==> config.mk <==
export PLATFORM = sky130hd
export DESIGN_NAME = mem_port_arbiter
export DESIGN_NICKNAME = d
export VERILOG_FILES = /design/src/rtl/mem_port_arbiter.sv
export SDC_FILE = /design/constraint.sdc
export NUM_CORES = 1
export LEC_CHECK = 0
export ABC_AREA = 0
export BUFFER_PORTS_ARGS = -buffer_cell sky130_fd_sc_hd__buf_2
export CORE_AREA = 2 2 108 110
export DETAILED_ROUTE_END_ITERATION = 6
export DIE_AREA = 0 0 110 112
export GPL_TIMING_DRIVEN = 0
export HOLD_SLACK_MARGIN = 0.1
export PLACE_DENSITY_LB_ADDON = 0.2
export RECOVER_POWER = 50
export SYNTH_ARGS = -nofsm -noshare
export SYNTH_HDL_FRONTEND = slang
export SYNTH_SLANG_ARGS = --single-unit
==> constraint.sdc <==
create_clock -name clk -period 3.7 [get_ports clk]
set_input_delay 0.185 -clock clk [delete_from_list [all_inputs] [get_ports clk]]
set_output_delay 0.185 -clock clk [all_outputs]
set_load 0.05 [all_outputs]
==> src/rtl/mem_port_arbiter.sv <==
// Merges N requester ports onto one memory bus; an in-order tag FIFO of port ids
// routes each in-order memory response back to the port that issued it.
module mem_port_arbiter #(
  parameter int unsigned XLEN            = 32,
  parameter int unsigned N_PORTS         = 2,
  parameter int unsigned MAX_OUTSTANDING = 4,
  parameter int unsigned ARB_MODE        = 0
) (
  input  logic                            clk,
  input  logic                            rst,
  input  logic [N_PORTS-1:0]              up_req_valid,
  output logic [N_PORTS-1:0]              up_req_ready,
  input  logic [N_PORTS-1:0]              up_req_we,
  input  logic [N_PORTS*XLEN-1:0]         up_req_addr,
  input  logic [N_PORTS*XLEN-1:0]         up_req_wdata,
  input  logic [N_PORTS*2-1:0]            up_req_len,
  output logic [N_PORTS-1:0]              up_resp_valid,
  output logic [XLEN-1:0]                 up_resp_data,
  output logic                            mem_req_valid,
  input  logic                            mem_req_ready,
  output logic                            mem_req_we,
  output logic [XLEN-1:0]                 mem_req_addr,
  output logic [XLEN-1:0]                 mem_req_wdata,
  output logic [1:0]                      mem_req_len,
  input  logic                            mem_resp_valid,
  input  logic [XLEN-1:0]                 mem_resp_data,
  output logic [$clog2(MAX_OUTSTANDING):0] outstanding,
  output logic                            err_orphan
);

  localparam int unsigned PW = (N_PORTS > 1) ? $clog2(N_PORTS) : 1;
  localparam int unsigned AW = $clog2(MAX_OUTSTANDING);
  localparam int unsigned CW = AW + 1;

  logic [PW-1:0] rr_ptr;
  logic [PW-1:0] win;
  logic          found;
  logic          or_free;
  logic          cap_ok;
  logic          grant;
  logic          pop;
  int unsigned   idx;

  logic [PW-1:0] fifo_q [MAX_OUTSTANDING];
  logic [AW-1:0] wr_ptr;
  logic [AW-1:0] rd_ptr;

  // Winner search: rotating start in round-robin mode, index 0 first otherwise
  always_comb begin
    found = 1'b0;
    win   = '0;
    idx   = 0;
    for (int unsigned i = 0; i < N_PORTS; i++) begin
      idx = (ARB_MODE == 1) ? i : (32'(rr_ptr) + i) % N_PORTS;
      if (!found && up_req_valid[PW'(idx)]) begin
        found = 1'b1;
        win   = PW'(idx);
      end
    end
  end

  // A response in the same cycle frees a slot, so a full FIFO can still accept a push
  assign or_free = !mem_req_valid || mem_req_ready;
  assign cap_ok  = (outstanding < CW'(MAX_OUTSTANDING)) || mem_resp_valid;
  assign grant   = !rst && found && or_free && cap_ok;
  assign pop     = !rst && mem_resp_valid && (outstanding != '0);

  always_comb begin
    up_req_ready  = '0;
    up_resp_valid = '0;
    if (grant) up_req_ready[win] = 1'b1;
    if (pop)   up_resp_valid[fifo_q[rd_ptr]] = 1'b1;
  end

  assign up_resp_data = mem_resp_data;

  always_ff @(posedge clk) begin
    if (grant) fifo_q[wr_ptr] <= win;
  end

  always_ff @(posedge clk) begin
    if (rst) begin
      mem_req_valid <= 1'b0;
      mem_req_we    <= 1'b0;
      mem_req_addr  <= '0;
      mem_req_wdata <= '0;
      mem_req_len   <= '0;
      wr_ptr        <= '0;
      rd_ptr        <= '0;
      outstanding   <= '0;
      err_orphan    <= 1'b0;
      rr_ptr        <= '0;
    end else begin
      if (or_free) begin
        mem_req_valid <= grant;
        if (grant) begin
          mem_req_we    <= up_req_we[win];
          mem_req_addr  <= up_req_addr[32'(win) * XLEN +: XLEN];
          mem_req_wdata <= up_req_wdata[32'(win) * XLEN +: XLEN];
          mem_req_len   <= up_req_len[32'(win) * 2 +: 2];
        end
      end
      if (grant) wr_ptr <= wr_ptr + AW'(1);
      if (pop)   rd_ptr <= rd_ptr + AW'(1);
      outstanding <= outstanding + CW'(grant) - CW'(pop);
      if (mem_resp_valid && (outstanding == '0)) err_orphan <= 1'b1;
      if ((ARB_MODE == 0) && grant)
        rr_ptr <= (win == PW'(N_PORTS - 1)) ? '0 : win + PW'(1);
    end
  end

endmodule
Word-level counts from Yosys, hierarchy flattened
Memories as Yosys holds them, arrays and structs flattened. A register that Yosys moved wholly into a read port is not among the register bits.
Index checks and enable logic that the tools add are counted.
W data, S select, Z words.

operators by class
  $add $sub $neg = 6
  shift operators = 3
  reductions and logical operators = 17
  mux-type cells = 21
  magnitude comparators = 7

operators by type and width
  cell                   count
  $shiftx A64 B7 Y32     2
  $mux W1                15
  $logic_and A1 B1 Y1    9
  $lt A1 B2 Y1 const B   4
  $mux W2                4
  $add A2 B1 Y2 const B  2
  $shiftx A4 B3 Y2       1
  $add A3 B1 Y3          1
  $logic_not A1 Y1       3
  $logic_not A3 Y1       1
  $lt A3 B3 Y1 const B   1
  $reduce_bool A3 Y1     1
  $sub A3 B1 Y3          1
  $add A1 B1 Y1 const B  2
  $demux W1 S1           2
  $ge A1 B1 Y1 const B   2
  $logic_or A1 B1 Y1     2
  $reduce_and A2 Y1      1

word-level totals
  bits in registers = 77
  memories = 1
  output and inout bits = 108
  input port bits = 172
  memory bits (writable) = 4

memory list
  name    words  width  rd ports  clocked after memory_dff  write ports  line  RTL
  fifo_q  4      1      1         1                         1            44    logic [PW-1:0] fifo_q [MAX_OUTSTANDING];

Longest topological paths before layout
Gate-level depths: netlist of the first run.

  depth in word-level cells = 11
  depth in mapped cells = 8
  mapped depth without buffers = 7

Worst setup path before layout of the first run
OpenSTA, ideal clock, no wires.

  kind = reg-to-output
  from = register mem_req_valid
  to = output port up_req_ready[1]
  path buffers = 1
  setup slack = 1029 ps
  data arrival time = 2486 ps
  cell stages (with the launch flop) = 5
  cells stage by stage = dfxtp_1 -> nand2b_1 -> nand3_2 -> buf_2 -> nor4_1

on the way
  longest elaborated chain between the ends = 5

ends and longest elaborated chain
  element                           line  RTL
  start: declaration                19    output logic mem_req_valid,
  start signal: assignment          95    mem_req_valid <= grant;
  $logic_not A1 Y1                  63    assign or_free = !mem_req_valid || mem_req_ready;
  $logic_or A1 B1 Y1                63
  $logic_and A1 B1 Y1 (2 in a row)  65    assign grant = !rst && found && or_free && cap_ok;
  $mux W2                           71    if (grant) up_req_ready[win] = 1'b1;
  end: declaration                  12    output logic [N_PORTS-1:0] up_req_ready,

Every way passes these cells.

Worst setup path in the final report of the first run
  from = register outstanding[1]
  to = register outstanding[1]

on the way
  longest elaborated chain between the ends = 5
  elaborated cells on any way between the ends = 7
  those cells by class = add/sub (2); order compare (1); reduce/logical (4)

ends and longest elaborated chain
  element                   line  RTL
  start: declaration        27    output logic [$clog2(MAX_OUTSTANDING):0] outstanding,
  start signal: assignment  105   outstanding <= outstanding + CW'(grant) - CW'(pop);
  $lt A3 B3 Y1              64    assign cap_ok = (outstanding < CW'(MAX_OUTSTANDING)) || mem_resp_valid;
  $logic_or A1 B1 Y1        64
  $logic_and A1 B1 Y1       65
  $add A3 B1 Y3             105
  $sub A3 B1 Y3 (*)         105

Mark *: on every way between the ends. The rest lies on a longest branch, timed or not.
A chain may end at the register's enable or synchronous reset.

==> run metrics, run 1 <==
status=finished clean; GR met1 Demand/Resource=25.4%; crit end category=register; power density over cell area=593 nW/um2; GR peak layer=met2; grt ovf=0; FILL cells=1101; Via density=5.13; via count=4242; Clock Skew=5.38 ps; register bit count reported by yosys=83; CP max FO=6; ANT nets after route=0; DP Area=5800 um2; Period Utilization, post-route=57.8%; core footprint=11200 um2; endpoints failing setup=0; mapped cell area=4390 um2; Chip Height=112 um; commonest non-fill, non-tap cell in the layout=buf_2; cell count after synthesis=422; critical path type=reg -> reg; ys async rst share=0%; IO Port Bufs=246; maxcap violations=0; critical path required time=3930 ps; Yosys warnings=0; Arr. time, crit path=2370 ps; # diodes=0; post-DP HPWL=10100 um; Initial Utilization=39.3%; Area growth, synth to finish=35.8%; Fmax=467 MHz; worst skew pair latency=340 ps; total wire length=13300 um; worst min path class=in -> reg; GRT Total Usage=20.9%; Die Wd=110 um; clock root buffer=clkbuf_16; Synth cell types=38; grt met3 use=4.39%; H-tree levels=3; DRC=0; post-layout minimum cycle time=2140 ps; Post CTS Setup Buffer Count=0; Final Hold Fails=0; Slew Viols, Final=0; TritonCTS Buffers=9; row count=39; most frequent cells in the layout=167 x buf_2, 114 x clkbuf_1, 79 x dfxtp_1; routability cong.=0.785; post_cts resized=0; CTS hold repair buffers=0; CTS max path bufs=2; Setup TNS Final=0 ps; proportion of layout cells with a drive suffix above 1=41.8%; Post-Syn Nets=600; pin count of the biggest net entering global routing=14; final net count=857; syn avg cell area=10.4 um2; Main synth FF type=dfxtp_1; Static Leakage=0.00249 uW; M2 GR Usage=36.3%; Slew Limit Headroom=54.4%; vias in the first global route=4126; io pins=280; worst slew pin tran=683 ps; die area=12300 um2; worst hold margin=126 ps; initial antenna violation count=0; TritonCTS clock tree=yes; sequential share of the synthesized area=38.7%; first-pass GRT wire length=20100 um; EDFF count, synth=4; CP Launch Type=register; post-route cell area=5960 um2; Routed WL per cell=16.0 um; Clock Sinks=83; Max IR drop VDD=0.254 mV; DRT Pass-1 Iters=4; Reg clk slew, reported paths=60 ps; unrepaired setup endpoints after global routing=no; initial drt markers=154
==> per-layer routing <==
| metal | routed length (um) | vias up |
|---|---|---|
| met2 | 6620 | 167 |
| li1 | - | 2103 |
| met1 | 5460 | 1959 |
| met3 | 981 | 13 |
| met4 | 206 | 0 |
| met5 | 0 | - |
==> cell families after synthesis <==
| family | count (synthesis) | share of synthesized area, % |
|---|---|---|
| XOR/XNOR | 4 | 0.798 |
| AND/OR/NAND/NOR | 31 | 4.16 |
| buffers and inverters | 150 | 17.7 |
| AO/OA/AOI/OAI | 147 | 36.2 |
| adder cells (fa/ha/maj) | 6 | 1.88 |
| multiplexers | 1 | 0.513 |
| flip-flops | 83 | 38.7 |
==> where the power goes <==
group	switching [uW]	leakage [uW]	internal (uW)
clock network	357	0.000135	489
logic	1100	0.00166	419
registers	99.5	0.000694	1070
==> synth_stat cells, types with 2 or more instances <==
library cell | n | share of area, %
inv_1 | 70 | 6.0
dfxtp_1 | 79 | 36
o31ai_1 | 3 | 0.51
buf_4 | 36 | 6.2
xor2_1 | 2 | 0.40
buf_2 | 17 | 1.9
edfxtp_1 | 4 | 2.7
a221oi_1 | 15 | 3.0
nor2_1 | 8 | 0.68
a221oi_2 | 52 | 18
buf_6 | 8 | 2.1
a21oi_1 | 5 | 0.57
xnor2_1 | 2 | 0.40
nor3b_1 | 4 | 0.68
nor2b_1 | 4 | 0.57
nand4_1 | 3 | 0.43
ha_1 | 5 | 1.4
nor3_1 | 3 | 0.34
clkbuf_1 | 16 | 1.4
buf_1 | 2 | 0.17
o32ai_1 | 67 | 13
==> per-stage QoR <==
stage / instances / total power [uW] / setup slack, ps / util (%)
after global routing: 827 / 3710 / 1380 / 53.4
after detailed placement: 811 / 2750 / 1460 / 51.9
after CTS: 827 / 3600 / 1550 / 54.5
after floorplan: 422 / 2370 / 1030 / -
final: 827 / 3540 / 1560 / 53.4
after global placement: 811 / 2730 / 1540 / 51.9
==> registers in the layout (all words and copies together) (netlist names), named ones only <==
signal / cells
mem_req_valid: 1
mem_req_len: 2
fifo_q: 4
outstanding: 3
err_orphan: 1
wr_ptr: 2
mem_req_we: 1
mem_req_addr: 32
rd_ptr: 2
mem_req_wdata: 32
rr_ptr: 1
==> area by class of cell <==
class                           count  area [um2]  share of cell area [%]
Clock buffer                       12         256                    4.30
Inverter                           71         267                    4.47
Tap cell                          143         179                    3.00
Multi-Input combinational cell    189        1910                    32.1
Timing Repair Buffer              246        1110                    18.6
Sequential cell                    83        1700                    28.5
Buffer                             79         513                    8.60
Clock inverter                      4        25.0                   0.420
==> path summary, 6_finish.rpt <==
kind / start / to / slack, ps / cells after the start
hold reg to reg: mem_req_addr[3] / mem_req_addr[3] / 460 / 2
hold / removal: mem_resp_valid / err_orphan / 130 / 3
setup / recovery: outstanding[1] / outstanding[1] / 1560 / 6
setup reg to reg: outstanding[1] / outstanding[1] / 1560 / 6
==> worst max-delay path, cell delays in order (launching register included) <==
cell and delay, ps:
dfxtp_1 370, o31ai_1 570, nand4_1 170, a21oi_1 190, ha_1 180, fa_1 410
nor2b_1 140
Note: power is estimated with default switching activity, not from simulation.
==> run 2, diff against run 1 <==
==> constraint.sdc (replaced) <==
create_clock -name clk -period 2 [get_ports clk]
set_input_delay 0.1 -clock clk [delete_from_list [all_inputs] [get_ports clk]]
set_output_delay 0.1 -clock clk [all_outputs]
set_load 0.05 [all_outputs]
==> run 2 against run 1 <==
Effect of this change: cell area is 2.4% higher; combinational power up 86%; via count increased by 1.8%; sequential cell count unchanged; count of clock-buffer cells in the layout is the same; sequential share of layout area down 0.59 points; first-iteration DRC count decreased by 4.5%; largest cell class unchanged; highest routed layer unchanged.
==> run metrics, run 2 (synthesis results as in run 1) <==
first-pass GRT wire length=20200 um (+0.17%); Placed Cells=811 (unchanged); Reg2Reg Depth=6 (unchanged); proportion of layout cells with a drive suffix above 1=42.9% (+1.1 points); endpoints failing setup=0 (unchanged); Die Wd=110 um (unchanged); TritonCTS clock tree=yes; initial drt markers=147 (-4.5%); non-filler cells, final=828 (+0.12%); Static Leakage=0.00254 uW (+2.0%); Routed WL per cell=16.4 um (+2.1%); CP max FO=6 (unchanged); CTS max path bufs=2 (unchanged); Chip Height=112 um (unchanged); clock root buffer=clkbuf_16; Max IR drop VDD=0.525 mV (+110%); Critical Path Max Stage Delay=530 ps (-40 ps); routability cong.=0.804 (+2.4%); grt ovf=0 (unchanged); Period Utilization, post-route=95.5%; power density over cell area=1150 nW/um2 (+93%); Core Util, Final=54.7% (+1.3 points); io pins=280 (unchanged); post-route cell area=6110 um2 (+2.4%); critical path type=in -> reg; worst skew pair latency=330 ps (about the same); Clock Skew=6.42 ps (+1.04 ps); pin count of the biggest net entering global routing=14 (unchanged); Initial Utilization=39.3% (unchanged); DRT Pass-1 Iters=4 (unchanged); commonest non-fill, non-tap cell in the layout=buf_2; Reg clk slew, reported paths=60 ps (about the same); post-DP HPWL=10500 um (+4.2%); critical path required time=2220 ps (-1710 ps); ANT nets after route=0 (unchanged); WP buf/inv=2 (+2); Post CTS Setup Buffer Count=0 (unchanged); via count=4317 (+1.8%); worst min path class=in -> reg; GRT Total Usage=20.8% (-0.093 points); Setup TNS Final=0 ps (unchanged); worst slew pin tran=695 ps (+11.4 ps); CP Launch Type=input pin; # diodes=0 (unchanged); IO Port Bufs=246 (unchanged); DP Area=5840 um2 (+0.60%); Slew Limit Headroom=53.7% (-0.76 points); Largest regs=mem_req_addr: 32 flops, mem_req_wdata: 32 flops, fifo_q: 4 flops; status=finished clean; Via density=5.21 (+1.6%); Fmax=524 MHz; worst-path cell chain=dlygate4sd3_1, buf_2, nand2b_2, a31o_2, a21oi_1, ha_1, fa_1, nor2b_1; Final Hold Fails=0 (unchanged); core footprint=11200 um2 (unchanged); Power, Total=7000 uW (+98%); vias in the first global route=4175 (+1.2%); most frequent cells in the layout=163 x buf_2, 113 x clkbuf_1, 75 x dfxtp_1; Hold Crit Depth=3 (unchanged); die area=12300 um2 (unchanged); final net count=858 (+0.12%); H-tree levels=3 (unchanged); row count=39 (unchanged); Clock Sinks=83 (unchanged); Slew Viols, Final=0 (unchanged); crit end category=register; CP max stage cell=dlygate4sd3_1; Area growth, synth to finish=39.0%; initial antenna violation count=0 (unchanged); Arr. time, crit path=2130 ps (-240 ps); total wire length=13600 um (+2.3%); post-layout minimum cycle time=1910 ps; DRC=0 (unchanged); Critical Path Stages=8 (+2); CP top delay family=buffers and inverters; unrepaired setup endpoints after global routing=no; maxcap violations=0 (unchanged); flop-to-flop setup slack=140 ps (-1420 ps); TritonCTS Buffers=9 (unchanged)
-- run 2: changes by cell type in the layout (fill, tap and decap cells not counted), moves of 3 or more --
cell       before  now
buf_2         167  163
dfxtp_1        79   75
dfxtp_2         0    4
bufinv_16       0    3
-- run 2: worst paths after layout --
check	start	to
max	mem_resp_valid	outstanding[1]
min	up_req_addr[1]	mem_req_addr[1]
max reg2reg	outstanding[0]	outstanding[1]
min reg2reg	mem_req_wdata[16]	mem_req_wdata[16]
-- run 2: worst register-to-register path: cells and delay by family, from the launching register on --
kind	cells	cell delay (ps)
DFF	1	350
adders and majority gates	2	580
and+or+nand+nor	2	280
AOI/OAI and AO/OA	2	540
-- run 2: power breakdown --
group	internal, uW	total [uW]	switching (uW)
clock	1320	1990	669
sequential	1990	2180	193
combinational	789	2830	2040
-- run 2: routing by layer --
layer,track usage (%),part of all wire (%)
met1,24.9,42
met2,36.4,49
met3,3.51,7.0
met4,8.44,2.1
met5,0,0
-- run 2: layout make-up --
class	instances	area, um2
buffer	78	510
inverter	71	267
fill	1073	5070
clock buffer	12	267
multi-input combinational	189	1950
clock inverter	4	95.1
tap	143	179
sequential	83	1710
timing repair buffer	248	1130
-- run 2: timing repair --
action | in CTS | in global routing
hold buffers | 2 | 0
setup endpoints to repair | 0 | 2
gates resized for setup | 0 | 4
hold endpoints to repair | 2 | 0
-- run 2: stage by stage --
stage	hold slack [ps]	setup WS (ps)
final	98.0	90.1
after global routing	117	11.1
after CTS	101	14.4
after detailed placement	421	-177
after global placement	400	-171
after floorplan	216	124
==> run 3, diff against run 2 <==
==> constraint.sdc (replaced) <==
create_clock -name clk -period 2 [get_ports clk]
set_input_delay 0.2 -clock clk [delete_from_list [all_inputs] [get_ports clk]]
set_output_delay 0.2 -clock clk [all_outputs]
set_load 0.05 [all_outputs]
==> run 3 against run 2 <==
Effect of this change: fmax grew 1.3%; via count fell by 0.44%; sequential power about the same; cell area down 0.37%; clock skew is 1.6 ps lower; critical path type is now reg -> out; critical endpoint is now up_req_ready[1]; largest power group unchanged.
==> run metrics, run 3 (synthesis results as in run 1) <==
status=finished clean; commonest non-fill, non-tap cell in the layout=buf_2; Critical Path Max Stage Delay=320 ps (-210 ps); crit end category=primary output; Post CTS Setup Buffer Count=0 (unchanged); H-tree levels=3 (unchanged); Reg2Reg Depth=6 (unchanged); worst slew pin tran=697 ps (+2.61 ps); Via density=5.20 (-0.20%); critical path type=reg -> out; clock root buffer=clkbuf_16; met3 WL=986 um (+3.8%); flop-to-flop setup slack=150 ps (about the same); GRT Total Usage=20.8% (-0.072 points); WP buf/inv=2 (unchanged); wl on met1=5530 um (-2.3%); CP Launch Type=register; via count=4298 (-0.44%); Placed Cells=811 (unchanged); proportion of layout cells with a drive suffix above 1=43.5% (+0.56 points); total wire length=13500 um (-0.77%); Initial Utilization=39.3% (unchanged); Clock Sinks=83 (unchanged); # diodes=0 (unchanged); io pins=280 (unchanged); Core Util, Final=54.5% (-0.20 points); worst-path cell chain=nand2b_1, nand3_2, buf_2, nor4_2, clkbuf_4; FF-to-FF Start=outstanding[0]; Die Wd=110 um (unchanged); Fmax=531 MHz (+1.3%); launch point of the critical path=mem_req_valid; Period Utilization, post-route=94.2% (-1.3 points); IO Port Bufs=246 (unchanged); Area growth, synth to finish=38.5%; DR WL met2=6670 um (about the same); TritonCTS clock tree=yes; post-DP HPWL=10500 um (unchanged); Hold Crit Depth=2 (-1); Arr. time, crit path=1680 ps (-450 ps); routability cong.=0.804 (unchanged); hold-critical path endpoint=rr_ptr; endpoints failing setup=0 (unchanged); reg-to-reg endpoint=outstanding[1]; Reg clk slew, reported paths=60 ps (about the same); post-layout minimum cycle time=1880 ps (-25.2 ps); final net count=856 (-0.23%); Slew Viols, Final=0 (unchanged); CP max FO=10 (+4); CP top delay family=simple AND/OR/NAND/NOR gates; most frequent cells in the layout=165 x buf_2, 110 x clkbuf_1, 75 x dfxtp_1; Largest regs=mem_req_addr: 32 flops, mem_req_wdata: 32 flops, fifo_q: 4 flops; first-pass GRT wire length=20100 um (-0.41%); Clock Skew=4.84 ps (-1.58 ps); DRT Pass-1 Iters=4 (unchanged); power density over cell area=1150 nW/um2 (about the same); post-route cell area=6090 um2 (-0.37%); initial drt markers=138 (-6.1%); FILL cells=1073 (unchanged); vias in the first global route=4160 (-0.36%); die area=12300 um2 (unchanged); Chip Height=112 um (unchanged); Routed WL per cell=16.3 um (-0.53%); DRC=0 (unchanged); worst skew pair latency=330 ps (about the same); pin count of the biggest net entering global routing=16 (+2); Final Hold Fails=0 (unchanged); row count=39 (unchanged); non-filler cells, final=826 (-0.24%); maxcap violations=0 (unchanged); CP max stage cell=dfxtp_2; Slew Limit Headroom=53.5% (-0.17 points); Static Leakage=0.00254 uW (+0.16%); core footprint=11200 um2 (unchanged); Max IR drop VDD=0.532 mV (+1.3%); TritonCTS Buffers=9 (unchanged); ANT nets after route=0 (unchanged); worst min path class=in -> reg; grt ovf=0 (unchanged); min-delay src=up_req_valid[1]; initial antenna violation count=0 (unchanged); unrepaired setup endpoints after global routing=no; Top Layer Used=met4; critical path required time=1800 ps (-420 ps); DP Area=5840 um2 (unchanged); CTS max path bufs=2 (unchanged)
-- run 3: worst register-to-register path, cell delays in order, from the launching register on --
cell     delay [ps]
dfxtp_2         350
o31ai_4         360
nand4_1         130
a21oi_1         170
ha_1            180
fa_1            400
nor2b_1         140
-- run 3: repair_timing --
item,in CTS,in global routing
gates cloned,0,0
gates resized for setup,1,3
setup endpoints to repair,1,3
hold buffers,0,0
-- run 3: power by group --
part | switching (uW) | internal (uW)
Sequential | 192 | 1990
Clock | 656 | 1320
Combinational | 2030 | 789
Total | 2880 | 4100
-- run 3: final cells by class --
| type | count | area (um2) | area share, % |
|---|---|---|---|
| Multi-Input combinational cell | 189 | 1940 | 31.9 |
| Clock buffer | 12 | 267 | 4.38 |
| Buffer | 78 | 512 | 8.41 |
| Clock inverter | 4 | 95.1 | 1.56 |
| Inverter | 71 | 267 | 4.38 |
| Timing Repair Buffer | 246 | 1120 | 18.4 |
| Tap cell | 143 | 179 | 2.94 |
| Sequential cell | 83 | 1710 | 28.0 |
-- run 3: routing by layer --
metal,track usage [%],up-vias
met5,0,-
met4,8.35,0
met3,3.51,21
met2,36.5,181
met1,24.6,1994
li1,-,2102
-- run 3: through the flow --
stage	total power (uW)	worst slack [ps]	setup TNS [ps]	hold WS, ps
detailed placement	5130	-277	-505	446
CTS	7110	71.8	0	161
global route	7290	13.8	0	177
global placement	5080	-271	-500	446
finish	6980	115	0	167
floorplan	4410	24.1	0	316
-- run 3: how the worst max path moves through the flow --
stage | depth (start not counted) | slack (ps) | to
after CTS | 5 | 70 | up_req_ready[0]
after global placement | 8 | -270 | outstanding[2]
after floorplan | 4 | 20 | up_req_ready[1]
final | 5 | 120 | up_req_ready[1]
after global routing | 5 | 10 | up_req_ready[1]
after detailed placement | 8 | -280 | outstanding[2]
